$ cat src/rtl/alu_result_stage.sv
// ALU result pipeline register with a 2-entry skid buffer toward writeback.
// Define ALU_RETIRE_CNT_EN to add the 32-bit retire_count output.
module alu_result_stage #(
  parameter int WIDTH  = 64,
  parameter int DEST_W = 5,
  parameter int OP_W   = 4
) (
  input  logic              clk,
  input  logic              rst,
  input  logic              in_valid,
  output logic              in_ready,
  input  logic [WIDTH-1:0]  in_result,
  input  logic [DEST_W-1:0] in_dest,
  input  logic [OP_W-1:0]   in_op,
  output logic              out_valid,
  input  logic              out_ready,
  output logic [WIDTH-1:0]  out_result,
  output logic [DEST_W-1:0] out_dest,
  output logic [OP_W-1:0]   out_op,
  output logic              out_zero,
  output logic              out_neg
`ifdef ALU_RETIRE_CNT_EN
  ,
  output logic [31:0]       retire_count
`endif
);

  typedef struct packed {
    logic [WIDTH-1:0]  result;
    logic [DEST_W-1:0] dest;
    logic [OP_W-1:0]   op;
    logic              zero;
    logic              neg;
  } entry_t;

  // Encoding is {skid_valid, main_valid}; 2'b10 is unreachable.
  typedef enum logic [1:0] {
    EMPTY = 2'b00,
    ONE   = 2'b01,
    FULL  = 2'b11
  } state_e;

  state_e state, state_n;
  entry_t main_q, skid_q, in_entry;
  logic   main_valid, skid_valid;
  logic   accept, fire;
  logic   load_in_main, load_in_skid, load_skid_main;

  assign main_valid = state[0];
  assign skid_valid = state[1];
  assign in_ready   = !skid_valid & !rst;
  assign out_valid  = main_valid;
  assign accept     = in_valid & in_ready;
  assign fire       = main_valid & out_ready;

  assign in_entry = '{
    result: in_result,
    dest:   in_dest,
    op:     in_op,
    zero:   ~|in_result,
    neg:    in_result[WIDTH-1]
  };

  always_ff @(posedge clk) begin
    if (rst) state <= EMPTY;
    else     state <= state_n;
  end

  always_comb begin
    state_n        = state;
    load_in_main   = 1'b0;
    load_in_skid   = 1'b0;
    load_skid_main = 1'b0;
    unique case (state)
      EMPTY: begin
        if (accept) begin
          load_in_main = 1'b1;
          state_n      = ONE;
        end
      end
      ONE: begin
        if (accept && fire) begin
          load_in_main = 1'b1;
        end else if (accept) begin
          load_in_skid = 1'b1;
          state_n      = FULL;
        end else if (fire) begin
          state_n      = EMPTY;
        end
      end
      FULL: begin
        if (fire) begin
          load_skid_main = 1'b1;
          state_n        = ONE;
        end
      end
      default: state_n = EMPTY;
    endcase
  end

  always_ff @(posedge clk) begin
    if (rst) begin
      main_q <= '0;
      skid_q <= '0;
    end else begin
      if (load_in_main)        main_q <= in_entry;
      else if (load_skid_main) main_q <= skid_q;
      if (load_in_skid)        skid_q <= in_entry;
    end
  end

  assign out_result = main_q.result;
  assign out_dest   = main_q.dest;
  assign out_op     = main_q.op;
  assign out_zero   = main_q.zero;
  assign out_neg    = main_q.neg;

`ifdef ALU_RETIRE_CNT_EN
  always_ff @(posedge clk) begin
    if (rst)       retire_count <= '0;
    else if (fire) retire_count <= retire_count + 32'd1;
  end
`endif

endmodule

$ cat config.mk
export PLATFORM = sky130hd
export DESIGN_NAME = alu_result_stage
export DESIGN_NICKNAME = d
export VERILOG_FILES = /design/src/rtl/alu_result_stage.sv
export SDC_FILE = /design/constraint.sdc
export NUM_CORES = 1
export LEC_CHECK = 0
export BUFFER_PORTS_ARGS = -buffer_cell sky130_fd_sc_hd__buf_2
export CAP_MARGIN = 30
export CELL_PAD_IN_SITES_DETAIL_PLACEMENT = 0
export CELL_PAD_IN_SITES_GLOBAL_PLACEMENT = 1
export CORE_MARGIN = 1.5
export CORE_UTILIZATION = 42
export CTS_CLUSTER_DIAMETER = 30
export DETAILED_ROUTE_END_ITERATION = 10
export PLACE_DENSITY_LB_ADDON = 0.25
export SYNTH_ARGS = -nofsm -noshare
export SYNTH_HDL_FRONTEND = slang
export SYNTH_SLANG_ARGS = --single-unit
$ cat constraint.sdc
create_clock -name clk -period 3 [get_ports clk]
set_clock_uncertainty 0.2 [all_clocks]
set_input_delay 0.3 -clock clk [delete_from_list [all_inputs] [get_ports clk]]
set_output_delay 0.3 -clock clk [all_outputs]
set_load 0.02 [all_outputs]
==> summary.md <==
* run status: completed
* most common cell after layout, fill and taps aside: buf_2
* wire length of the first global-routing pass: 26,540 um
* number of remaining DRC errors: 0
* net count of the mapped netlist: 779
* Initial Utilization: 0.4257
* residual overflow from global routing: 0
* worst vdd ir: 0.3703 mV
* DP Area: 0.007058 sq mm
* count of instances resized after the clock tree is built: 0
* non-filler cells, final: 1,091
* placed cell count: 990
* antenna diode instance count: 0
* max-slew violation count: 0
* sequential share of power: 0.425
* peak per-stage delay on the critical path: 560 ps
* number of max-cap violations: 0
* Worst path slowest cell: or4_4
* mean instance size in the synthesized netlist: 8.796 sq um
* required time of the critical path: 3150 ps
* gr usage total: 0.2208
* vias in the first global route: 5,407
* worst min path class: input pin to flop
* crit path time final: 2381 ps
* CP Max Fanout: 3
* number of nets in the final layout: 979
* reg2reg setup slack: 700 ps
* Total Neg Setup Slack: 0 ps
* commonest cells after routing, fill and taps aside: buf_2 (152), dfxtp_1 (150), nand2_1 (148), nor2_1 (75), a211oi_1 (75)
* gate family responsible for the most delay along the worst path: simple AND/OR/NAND/NOR gates
* final core utilization: 0.5770
* sequential element share of the synthesized area: 0.4891
* Clk network pwr share: 0.357
* die width: 123.9 um
* Final Hold Violating Endpoints: 0
* Slew Limit Headroom: 0.6209
* Mapped Area: 0.006140 sq mm
* tightest hold margin: 244.4 ps
* number of buffers inserted to repair setup after CTS: 0
* maximum number of pins on one net before global-route repair: 81
* net switching fraction of the power: 0.2943
* Vert. Die Dim: 123.9 um
* count of hold buffers inserted by post-cts repair: 73
* Setup crit end kind: flop
* average vias per placed instance: 5.156
* area of the die: 0.01535 sq mm
* antenna-violating nets left: 0
* arrival time reported for the critical path endpoint: 2530 ps
* number of clock sinks: 150
* number of clock buffers inserted by TritonCTS: 17
* Period Utilization, post-route: 0.7938
* post-synthesis register bit count: 150
* count of buffers inserted at the top-level ports: 153
* share of flip-flops with an asynchronous set or reset: 0
* cell at the root of the clock tree: clkbuf_16
* number of buffers and inverters on the critical path: 2
* layout cells sized above 1: 0.2183
* Clock Path Buffers: 2
* Core ar.: 0.01442 sq mm
* final wirelength: 16,410 um
* RSZ-0062 raised after global routing: false
* pwr dens: 664.5 mW/mm^2
* maximum level of the CTS H-tree: 4
* switching power of the nets: 0.001628 W
* Area growth, synth to finish: 35.56%
* DPL Wire Length: 10,360 um
* Internal: 0.003903 W
* Clk pin slew, worst setup/hold paths: 50 ps
* cells along the critical path: dlygate4sd3_1, buf_2, nor4_1, nand4_1, or4_4, a21oi_2
* highest achievable clock rate: 0.4199 GHz
* part of the power in combinational logic: 0.218
* number of DRC violations after detailed-routing iteration 0: 294
* Routability Congestion: 0.7156
* number of distinct library cell variants in the gate-level netlist after synthesis: 31
* sort of element at the start of the critical path: input pin
* count of flip-flops with a built-in enable after synthesis: 0
* cell area after layout: 0.008323 sq mm
* Leak: 3.814 nW
* detail-routed net length per standard cell: 15.04 um
* slew at the pin closest to its max-slew limit: 563.4 ps
* final setup violation count: 0
* num ports: 154
* via total after detailed routing: 5,625
* WS Path Type: input pin to flop
* TritonCTS clock tree: built
* number of standard-cell rows in the floorplan: 44
* number of warnings printed during yosys synthesis: 0
* initial antenna violation count: 0
* number of standard cells after synthesis: 698
* Main synth FF type: dfxtp_1
* number of filler instances in the final layout: 1,315
* insertion delay to the later sink of the worst-skew pair: 410 ps
* number of iterations in the first detailed-routing pass: 4
## cells by family (layout without fill, tap and decap cells)
family / after synthesis / count (layout) / share of synthesized area
adders and majority gates: 4 / 4 / 0.008152
muxes: 74 / 74 / 0.1206
AOI/OAI and AO/OA: 158 / 158 / 0.1651
DFF: 150 / 150 / 0.4891
and+or+nand+nor: 252 / 252 / 0.1696
buffers and inverters: 60 / 269 / 0.04748
## worst reg2reg max path, delay by kind of cell (launching register included)
kind	cells	cell delay, ps
AOI/OAI and AO/OA	2	450
DFF	1	460
and+or+nand+nor	2	350
adders and majority gates	1	280
buffers and inverters	2	460
## power by group through the flow
| stage | clock (W) | sequential, W | combinational [W] |
|---|---|---|---|
| detailed placement | 0 | 0.00239 | 0.00113 |
| CTS | 0.00202 | 0.00235 | 0.00121 |
| floorplan | 0 | 0.00257 | 0.000536 |
| finish | 0.00198 | 0.00235 | 0.00120 |
| global route | 0.00211 | 0.00238 | 0.00133 |
| global placement | 0 | 0.00238 | 0.00110 |
## worst paths after layout
kind,startpoint,endpoint,cells after the start
worst max-delay path,in_result[33],out_zero$_SDFFE_PP0P_,6
worst min-delay path,rst,state[0]$_SDFFE_PP0P_,5
worst max register to register,state[1]$_SDFFE_PP0P_,out_result[13]$_SDFFE_PP0P_,7
worst min register to register,skid_q[73]$_SDFFE_PP0P_,skid_q[73]$_SDFFE_PP0P_,2
## area by class of cell
| class | instances | area [sq um] | area share |
|---|---|---|---|
| sequential | 150 | 3003 | 0.3608 |
| inverter | 3 | 11.26 | 0.001353 |
| clock inverter | 6 | 80.08 | 0.009621 |
| tap | 184 | 230.2 | 0.02766 |
| multi-input combinational | 488 | 2885 | 0.3467 |
| clock buffer | 22 | 454.2 | 0.05457 |
| timing repair buffer | 238 | 1659 | 0.1993 |
## synth_stat cells (all sizes together), types with 2 or more instances
cell	instances	share of area
nand3	3	0.0024
nand2	148	0.090
inv	3	0.0018
ha	4	0.0082
nand4	4	0.0041
nor2	75	0.046
buf	34	0.032
a21oi	75	0.062
dfxtp	150	0.49
clkbuf	23	0.014
a211oi	75	0.092
nor4	16	0.017
o21ai	2	0.0022
mux2i	74	0.12
## stage by stage
stage	setup WS, ps	power, W
3_5_place_dp	710.1	0.003523
3_3_place_gp	774.6	0.003480
4_1_cts	643.8	0.005586
5_1_grt	492.9	0.005817
2_1_floorplan	1036	0.003106
6_report	618.6	0.005530
## sequential cells by signal, summed over array words and instances, names as in the netlist
register and count:
out_dest 5, out_zero 1, skid_q 74, out_op 4
state 2, out_result 64
## layer usage
layer,up-vias,part of all wire,track usage
met2,133,0.47,0.3667
met3,25,0.045,0.05128
li1,2828,-,-
met1,2639,0.46,0.2769
met5,-,0,0
met4,0,0.023,0.08949
(Power assumes the default switching activity.)
